**config.mk**
```make
export PLATFORM = sky130hd
export DESIGN_NAME = ok_axil_reg_bank
export DESIGN_NICKNAME = d
export VERILOG_FILES = /design/src/rtl/ok_axil_pkg.sv /design/src/rtl/ok_axil_reg_bank.sv
export SDC_FILE = /design/constraint.sdc
export NUM_CORES = 1
export LEC_CHECK = 0
export BUFFER_PORTS_ARGS = -buffer_cell sky130_fd_sc_hd__buf_4
export CAP_MARGIN = 10
export CORE_AREA = 2 2 450 452
export DETAILED_ROUTE_END_ITERATION = 8
export DIE_AREA = 0 0 452 454
export PLACE_DENSITY = 0.33
export SLEW_MARGIN = 10
export SYNTH_ARGS = -nofsm -noshare
export SYNTH_HDL_FRONTEND = slang
export SYNTH_SLANG_ARGS = --single-unit
```
**constraint.sdc**
```tcl
create_clock -name okClkIn -period 3.26 [get_ports okClkIn]
set_clock_uncertainty 0.05 [all_clocks]
set_input_delay 0.489 -clock okClkIn [delete_from_list [all_inputs] [get_ports okClkIn]]
set_output_delay 0.489 -clock okClkIn [all_outputs]
set_load 0.01 [all_outputs]
```
**src/rtl/ok_axil_pkg.sv**
```systemverilog
// ok_axil_pkg: shared types and helpers for the FrontPanel AXI4-Lite register bank.
// Holds response codes, the default bank size, FSM state types and the byte-lane merge.
package ok_axil_pkg;

  localparam logic [1:0] RESP_OKAY   = 2'b00;
  localparam logic [1:0] RESP_SLVERR = 2'b10;
  localparam logic [1:0] RESP_DECERR = 2'b11;

  localparam int OK_NUM_REGS = 16;

  typedef enum logic {
    W_IDLE = 1'b0,
    W_RESP = 1'b1
  } w_state_e;

  typedef enum logic {
    R_IDLE = 1'b0,
    R_DATA = 1'b1
  } r_state_e;

  function automatic logic [31:0] byte_merge(
    input logic [31:0] old_w,
    input logic [31:0] new_w,
    input logic [3:0]  strb
  );
    logic [31:0] m;
    m = old_w;
    for (int b = 0; b < 4; b++) begin
      if (strb[b]) m[8*b +: 8] = new_w[8*b +: 8];
    end
    return m;
  endfunction

endpackage

```
**src/rtl/ok_axil_reg_bank.sv**
```systemverilog
// ok_axil_reg_bank: AXI4-Lite slave exposing NUM_REGS RW control and RO status words.
// Ports: okClkIn/reset, AXI-Lite AW/W/B/AR/R, ctrl_regs out, status_in in, wr_pulse out.
module ok_axil_reg_bank
  import ok_axil_pkg::*;
#(
  parameter int          ADDR_WIDTH  = 12,
  parameter int          DATA_WIDTH  = 32,
  parameter int          NUM_REGS    = OK_NUM_REGS,
  parameter logic [31:0] RESET_VALUE = 32'h0
) (
  input  logic                           okClkIn,
  input  logic                           reset,
  input  logic [ADDR_WIDTH-1:0]          s_axi_awaddr,
  input  logic                           s_axi_awvalid,
  output logic                           s_axi_awready,
  input  logic [DATA_WIDTH-1:0]          s_axi_wdata,
  input  logic [DATA_WIDTH/8-1:0]        s_axi_wstrb,
  input  logic                           s_axi_wvalid,
  output logic                           s_axi_wready,
  output logic [1:0]                     s_axi_bresp,
  output logic                           s_axi_bvalid,
  input  logic                           s_axi_bready,
  input  logic [ADDR_WIDTH-1:0]          s_axi_araddr,
  input  logic                           s_axi_arvalid,
  output logic                           s_axi_arready,
  output logic [DATA_WIDTH-1:0]          s_axi_rdata,
  output logic [1:0]                     s_axi_rresp,
  output logic                           s_axi_rvalid,
  input  logic                           s_axi_rready,
  output logic [NUM_REGS*DATA_WIDTH-1:0] ctrl_regs,
  input  logic [NUM_REGS*DATA_WIDTH-1:0] status_in,
  output logic [NUM_REGS-1:0]            wr_pulse
);

  localparam int IW = ADDR_WIDTH - 2;

  typedef logic [IW-1:0] idx_t;
  typedef logic [NUM_REGS-1:0][31:0] bank_t;

  w_state_e            w_state, w_state_d;
  logic                aw_held, aw_held_d;
  logic                w_held, w_held_d;
  idx_t                aw_idx, aw_idx_d;
  logic [31:0]         wdata_q, wdata_d;
  logic [3:0]          wstrb_q, wstrb_d;
  logic [1:0]          bresp_q, bresp_d;
  logic [NUM_REGS-1:0] pulse_q, pulse_d;
  bank_t               ctrl_q, ctrl_d;
  bank_t               status_w;

  r_state_e            r_state, r_state_d;
  logic [31:0]         rdata_q, rdata_d;
  logic [1:0]          rresp_q, rresp_d;

  logic                aw_hs, w_hs, ar_hs;
  idx_t                cm_idx, ar_idx;
  logic [31:0]         cm_data;
  logic [3:0]          cm_strb;

  logic                unused_addr_lsbs;

  assign unused_addr_lsbs =
    ^{s_axi_awaddr[1:0], s_axi_araddr[1:0]};

  assign status_w  = status_in;
  assign ctrl_regs = ctrl_q;
  assign wr_pulse  = pulse_q;

  // Readies are gated by reset so nothing is accepted while it is held.
  assign s_axi_awready =
    !reset && (w_state == W_IDLE) && !aw_held;
  assign s_axi_wready =
    !reset && (w_state == W_IDLE) && !w_held;
  assign s_axi_arready =
    !reset && (r_state == R_IDLE);

  assign s_axi_bvalid = (w_state == W_RESP);
  assign s_axi_bresp  = bresp_q;
  assign s_axi_rvalid = (r_state == R_DATA);
  assign s_axi_rdata  = rdata_q;
  assign s_axi_rresp  = rresp_q;

  assign aw_hs = s_axi_awvalid && s_axi_awready;
  assign w_hs  = s_axi_wvalid && s_axi_wready;
  assign ar_hs = s_axi_arvalid && s_axi_arready;

  // A beat arriving in the commit cycle is used directly.
  assign cm_idx  = aw_held ? aw_idx
                           : s_axi_awaddr[ADDR_WIDTH-1:2];
  assign cm_data = w_held ? wdata_q : s_axi_wdata;
  assign cm_strb = w_held ? wstrb_q : s_axi_wstrb;
  assign ar_idx  = s_axi_araddr[ADDR_WIDTH-1:2];

  always_comb begin
    w_state_d = w_state;
    aw_held_d = aw_held;
    w_held_d  = w_held;
    aw_idx_d  = aw_idx;
    wdata_d   = wdata_q;
    wstrb_d   = wstrb_q;
    bresp_d   = bresp_q;
    ctrl_d    = ctrl_q;
    pulse_d   = '0;
    unique case (w_state)
      W_IDLE: begin
        if (aw_hs) begin
          aw_held_d = 1'b1;
          aw_idx_d  = s_axi_awaddr[ADDR_WIDTH-1:2];
        end
        if (w_hs) begin
          w_held_d = 1'b1;
          wdata_d  = s_axi_wdata;
          wstrb_d  = s_axi_wstrb;
        end
        if ((aw_held || aw_hs) && (w_held || w_hs)) begin
          aw_held_d = 1'b0;
          w_held_d  = 1'b0;
          w_state_d = W_RESP;
          bresp_d   = RESP_DECERR;
          for (int i = 0; i < NUM_REGS; i++) begin
            if (cm_idx == idx_t'(i)) begin
              ctrl_d[i] =
                byte_merge(ctrl_q[i], cm_data, cm_strb);
              pulse_d[i] = 1'b1;
              bresp_d    = RESP_OKAY;
            end
            if (cm_idx == idx_t'(NUM_REGS + i)) begin
              bresp_d = RESP_SLVERR;
            end
          end
        end
      end
      W_RESP: begin
        if (s_axi_bready) w_state_d = W_IDLE;
      end
    endcase
  end

  // Reads sample ctrl_q before this cycle's commit lands.
  always_comb begin
    r_state_d = r_state;
    rdata_d   = rdata_q;
    rresp_d   = rresp_q;
    unique case (r_state)
      R_IDLE: begin
        if (ar_hs) begin
          r_state_d = R_DATA;
          rdata_d   = '0;
          rresp_d   = RESP_DECERR;
          for (int i = 0; i < NUM_REGS; i++) begin
            if (ar_idx == idx_t'(i)) begin
              rdata_d = ctrl_q[i];
              rresp_d = RESP_OKAY;
            end
            if (ar_idx == idx_t'(NUM_REGS + i)) begin
              rdata_d = status_w[i];
              rresp_d = RESP_OKAY;
            end
          end
        end
      end
      R_DATA: begin
        if (s_axi_rready) r_state_d = R_IDLE;
      end
    endcase
  end

  always_ff @(posedge okClkIn) begin
    if (reset) begin
      w_state <= W_IDLE;
      aw_held <= 1'b0;
      w_held  <= 1'b0;
      aw_idx  <= '0;
      wdata_q <= '0;
      wstrb_q <= '0;
      bresp_q <= RESP_OKAY;
      pulse_q <= '0;
      ctrl_q  <= {NUM_REGS{RESET_VALUE}};
      r_state <= R_IDLE;
      rdata_q <= '0;
      rresp_q <= RESP_OKAY;
    end else begin
      w_state <= w_state_d;
      aw_held <= aw_held_d;
      w_held  <= w_held_d;
      aw_idx  <= aw_idx_d;
      wdata_q <= wdata_d;
      wstrb_q <= wstrb_d;
      bresp_q <= bresp_d;
      pulse_q <= pulse_d;
      ctrl_q  <= ctrl_d;
      r_state <= r_state_d;
      rdata_q <= rdata_d;
      rresp_q <= rresp_d;
    end
  end

endmodule

```
### Yosys cells after proc, flatten, opt, wreduce, memory -nomap -nowiden

Index checks and enable logic that the tools add are counted.

* register bits: 614
* word-level logic and storage cells: 353
* output and inout bits: 569

* reduce and logical (&&, ||, !) cells: 88
* bitwise logic cells: 3
* multiplexer cells: 125
* equality and inequality tests: 62

Operators by type and width (count)
* 32-bit two-way mux: 33
* 10-bit by 5-bit equality test with 1-bit output (second input constant): 32
* 4-bit AND reduction: 64
* 10-bit by 4-bit equality test with 1-bit output (second input constant): 16
* 2-bit two-way mux: 64
* 10-bit by 3-bit equality test with 1-bit output (second input constant): 8
* 10-bit by 2-bit equality test with 1-bit output (second input constant): 4
* 1-bit two-way mux: 24
* 10-bit by 1-bit equality test with 1-bit output (second input constant): 2
* 10-bit zero test: 2
* 2-bit AND reduction: 6
* 10-bit two-way mux: 1
* 1-bit logical AND: 8
* 4-bit two-way mux: 1
* 1-bit one-hot mux with 2 select lines: 2
* 2-bit nonzero test: 2
* 1-bit zero test: 3
* 1-bit NOT: 3
* 3-bit OR reduction: 1
* 1-bit logical OR: 2

### Depth between registers and ports, before layout

* depth in word-level cells: 34
* gate-level depth with buffers: 13
* depth with buffers taken out: 8

### Worst setup path before layout

Ideal clock, no wire load.

* kind: input -> register
* start: input port s_axi_awaddr[9]
* end: register ctrl_q (netlist bit ctrl_regs[10])
* path buffers: 0
* data arrival time: 2545 ps
* library setup time: 128 ps
* cell stages on the path: 8
* setup slack: 538 ps
* data required time: 3082 ps
* cell sequence: or4_4 -> or4_4 -> a21oi_4 -> o21ai_4 -> nor2_4 -> nand2_2 -> mux2i_1 -> nor2_1

* word-level cells in the longest chain between the ends: 3

RTL lines
* start: declaration: RTL line ok_axil_reg_bank.sv:13 `input logic [ADDR_WIDTH-1:0] s_axi_awaddr,`
* 10-bit two-way mux: RTL line ok_axil_reg_bank.sv:88 `assign cm_idx = aw_held ? aw_idx`
* 10-bit zero test: RTL line ok_axil_reg_bank.sv:121 `if (cm_idx == idx_t'(i)) begin`
* 4-bit AND reduction (no source line)
* end signal: assignment: RTL line ok_axil_reg_bank.sv:178 `ctrl_q <= {NUM_REGS{RESET_VALUE}};`
* end signal: assignment: RTL line ok_axil_reg_bank.sv:191 `ctrl_q <= ctrl_d;`
* end: declaration: RTL line ok_axil_reg_bank.sv:48 `bank_t ctrl_q, ctrl_d;`

Every way passes these cells.
A chain may end at the register's enable or synchronous reset.

### Worst setup path in the final report

* start: input port s_axi_araddr[2]
* end: register rdata_q[26] (netlist: s_axi_rdata[26])

* word-level cells in the longest chain between the ends: 33
* elaborated cells between the ends (all ways): 64
* those cells by class: 31 x eq/ne; 32 x mux; 1 x reduce/logical

RTL lines
* start: declaration: RTL line ok_axil_reg_bank.sv:23 `input logic [ADDR_WIDTH-1:0] s_axi_araddr,`
* 10-bit zero test: RTL line ok_axil_reg_bank.sv:151 `if (ar_idx == idx_t'(i)) begin`
* 32-bit two-way mux: RTL line ok_axil_reg_bank.sv:151
* 32-bit two-way mux: RTL line ok_axil_reg_bank.sv:155 `if (ar_idx == idx_t'(NUM_REGS + i)) begin`
* 32-bit two-way mux: RTL line ok_axil_reg_bank.sv:151
* 32-bit two-way mux: RTL line ok_axil_reg_bank.sv:155
* 32-bit two-way mux: RTL line ok_axil_reg_bank.sv:151
* 32-bit two-way mux: RTL line ok_axil_reg_bank.sv:155
* 32-bit two-way mux: RTL line ok_axil_reg_bank.sv:151
* [17 not listed]
* 32-bit two-way mux: RTL line ok_axil_reg_bank.sv:151
* 32-bit two-way mux: RTL line ok_axil_reg_bank.sv:155
* 32-bit two-way mux: RTL line ok_axil_reg_bank.sv:151
* 32-bit two-way mux: RTL line ok_axil_reg_bank.sv:155
* 32-bit two-way mux: RTL line ok_axil_reg_bank.sv:151
* 32-bit two-way mux: RTL line ok_axil_reg_bank.sv:155
* 32-bit two-way mux: RTL line ok_axil_reg_bank.sv:151
* 32-bit two-way mux *: RTL line ok_axil_reg_bank.sv:155
* end signal: assignment: RTL line ok_axil_reg_bank.sv:193 `rdata_q <= rdata_d;`
* end: declaration: RTL line ok_axil_reg_bank.sv:52 `logic [31:0] rdata_q, rdata_d;`

Mark *: on every way between the ends. The rest lies on a longest branch, timed or not.

==> flow_summary.yaml <==
floorplan:
  coreArea_sq_um: 201000
  rows: 165
  die_x_um: 452
  dieArea_sq_um: 205000
  start_util: 0.162
  die_y_um: 454
  ios: 1148
clock_network:
  post-cts-setup-buffers: 0
  cts_max_level: 3
  cts_tree: "built"
  clk_pin_slew_ns: 0.05
  cts-buffers-inserted: 87
  root_buffer: "clkbuf_16"
  clock_latency_ns: 0.77
  clock-sinks: 613
  clockBufferDepth: 3
setup_path:
  crit_type: "in2reg"
  required_ns: 3.89
  worstPathCellList: "buf_4 -> buf_12 -> buf_4 -> and3_1 -> buf_4 -> nand3_2 -> buf_4 -> a2bb2oi_2 -> o2111ai_1 -> a221oi_1 -> nand2_1 -> a21oi_2 -> a2bb2oi_1"
  reg2reg_slack_ns: 0.14
  critPathTopFamily: "compound AO/OA/AOI/OAI gates"
  start_kind: "input port"
  critPathSlowestCell: "a2bb2oi_2"
  end_kind: "flop"
  path_common_cell: "buf_4"
  critical_path_arrival_ns: 3.96
  cp_num_buf_inv: 5
  crit_fanout: 18
  slowest_delay_ns: 0.42
yosys:
  async_flop_share: 0
  netlist_area_sq_um: 32400
  synth_flop_cell: "dfxtp_1"
  ys_seq_area_frac: 0.378
  ys_ff_latch: 613
  synth_edf_count: 0
  yosysWarnings: 0
  synth_cell_types: 93
  synth_cells: 3837
  syn_avg_cell_area_sq_um: 8.46
  synth_fp_nets: 4416
power_and_ir_drop:
  p_total_w: 0.0214
  peakVddDrop_v: 0.000401
  p_per_area_nw_per_um2: 392
  power_leakage_nw: 26.5
routing:
  wl_per_cell_um: 41.4
  vias: 41613
  routed_wl_mm: 348
  antenna_left: 0
  firstDrtPassIters: 6
  drt_iter0_markers: 4248
  drc_errors: 0
  routed_via_density: 4.95
final_layout:
  fin_nets: 6196
  multi_input_area_sq_um: 19100
  drive_gt1_frac: 0.401
  area_delta_synth_final_pct: 67.8
  fillers: 21986
  seq_area_sq_um: 12300
  final_util: 0.271
global_routing:
  grt_pass1_wl_mm: 434
  grt_pass1_vias: 40564
  antenna_found_initial: 100
  track_usage: 0.324
  grt_overflow: 0
  grt_max_degree: 140
min_path:
  hp-class: "in2reg"
sta:
  worst_pin_slew_ns: 1.13
  fin_crit_sh: 1.02
  setup_viol: 2
  rsz0062_at_grt: "no"
  hold_violations: 0
  slew_viol_final: 0
  min_period_ns: 3.34
  fin_ws_ns: -0.0784
  slew_headroom: 0.242
  fmax_ghz: 0.300
placed_design:
  port_buffers: 1143
  dp.final_hpwl_mm: 290
  place_congestion: 0.951
  pre_cts_slack_ns: -1.53
job:
  cap_violations: 0
outcome:
  status: "finished with violations"
  violations: "negative setup slack"
-- what timing repair did --
| item | CTS | global route |
|---|---|---|
| hold buffers | 61 | 0 |
| endpoints found under the setup margin | 8 | 5 |
| pin swaps | 0 | 0 |
| gates resized for setup | 11 | 5 |
| endpoints found under the hold margin | 56 | 0 |
-- placed cells by master, fill, tap and decap left out, types with 16 or more instances in the layout --
master         instances
diode_2               48
nand3_1               59
buf_4               1802
a21oi_1              235
dfxtp_1              612
o221ai_1              59
nor2_4                17
o21ai_0              158
dlygate4sd3_1         61
nand2_2               56
a222oi_1              17
o22ai_1               97
nor2_1               700
a22oi_1               46
and3_1                17
o211ai_1              25
mux2_2                48
nand2_1              237
clkbuf_8              21
clkbuf_16             87
clkbuf_1              19
nor3_1                76
mux2i_1              531
nand4_1               23
a31oi_1               16
a211oi_1              40
a221oi_1              71
a221o_1               24
nand2b_1              20
buf_12               121
-- flip-flops by register name (all words and copies together) (netlist names) --
register	count
w_held	1
s_axi_rresp	1
ctrl_regs	512
wdata_q	32
s_axi_rdata	32
s_axi_bresp	2
s_axi_bvalid	1
aw_idx	10
wr_pulse	16
aw_held	1
s_axi_rvalid	1
wstrb_q	4
-- cell usage after synthesis (all sizes together), types with 10 or more instances --
library cell,count,area (sq um)
nor2,728,2870
dfxtp,613,12300
mux2i,531,5320
nand2,307,1400
a21oi,242,1220
clkbuf,193,724
o21ai,165,837
buf,103,532
o22ai,97,607
nor3,92,522
a221oi,74,648
nand3,61,310
o221ai,59,517
mux2,48,541
a22oi,46,345
a211oi,44,340
o211ai,25,188
a221o,24,240
nand4,23,144
nand2b,20,125
a222oi,17,170
a31oi,17,106
and3,17,106
inv,15,56.3
nor4,15,121
or3,15,93.8
a2111oi,14,123
nor2b,14,87.6
or4,14,113
nor3b,13,113
a21o,11,82.6
o2111ai,11,96.3
o21a,11,82.6
o31ai,11,82.6
and2,10,62.6
-- final cells by class --
class                   count  share of cell area
diodes                     48             0.00221
well taps                2672              0.0614
repair buffers           1987               0.305
flip-flops and latches    613               0.225
inverters                  16             0.00110
multi-input cells        2912               0.350
clock inverters            32             0.00839
clock buffers             127              0.0466
-- where the power goes --
group          switching, W  total, W  internal, W
combinational       0.00223   0.00344      0.00121
sequential        0.0000544   0.00760      0.00755
clock               0.00432    0.0103      0.00599
-- cell families (layout without fill, tap and decap cells) --
group                     Yosys count  in the layout  synth area share
muxes                             579            579             0.180
other                               0             48                 0
xor gates and xnor gates            2              2          0.000771
AOI/OAI and AO/OA                 960            960             0.201
DFF                               613            613             0.378
buffers and inverters             312           2162            0.0406
and+or+nand+nor                  1371           1371             0.199
-- metal layers --
layer / vias to the layer above / wire length [um] / track usage
met1: 21151 / 133000 / 0.371
li1: 17780 / - / -
met5: - / 195 / 0
met2: 2105 / 173000 / 0.572
met3: 545 / 20300 / 0.0581
met4: 32 / 20400 / 0.171
-- final timing paths --
check,from,depth (start not counted),endpoint
min reg2reg,wdata_q[7],2,wdata_q[7]
max,s_axi_araddr[2],13,s_axi_rdata[26]
max reg2reg,ctrl_regs[9],9,s_axi_rdata[9]
min,status_in[495],3,s_axi_rdata[15]
-- worst reg2reg max path, cell delays in order, from the launching register on --
cell       delay (ns)
dfxtp_1          0.33
mux2_2           0.33
a222oi_1         0.34
buf_4            0.19
a2111oi_0        0.19
a2111oi_0        0.34
o21ai_0          0.16
buf_4            0.21
a21oi_1          0.60
o221ai_1         0.23
-- per-stage QoR --
| stage | cells | TNS (ns) | hold WS, ns | area [sq um] |
|---|---|---|---|---|
| global route | 8390 | 0 | 0.0700 | 54400 |
| detailed placement | 8139 | -18.45 | 0.393 | 50700 |
| global placement | 8138 | -18.72 | 0.388 | 50700 |
| finish | 8407 | -0.106 | 0.0689 | 54500 |
| CTS | 8359 | 0 | 0.00738 | 54300 |
| floorplan | 3837 | 0 | 0.381 | 32400 |
Note: power is estimated with default switching activity, not from simulation.
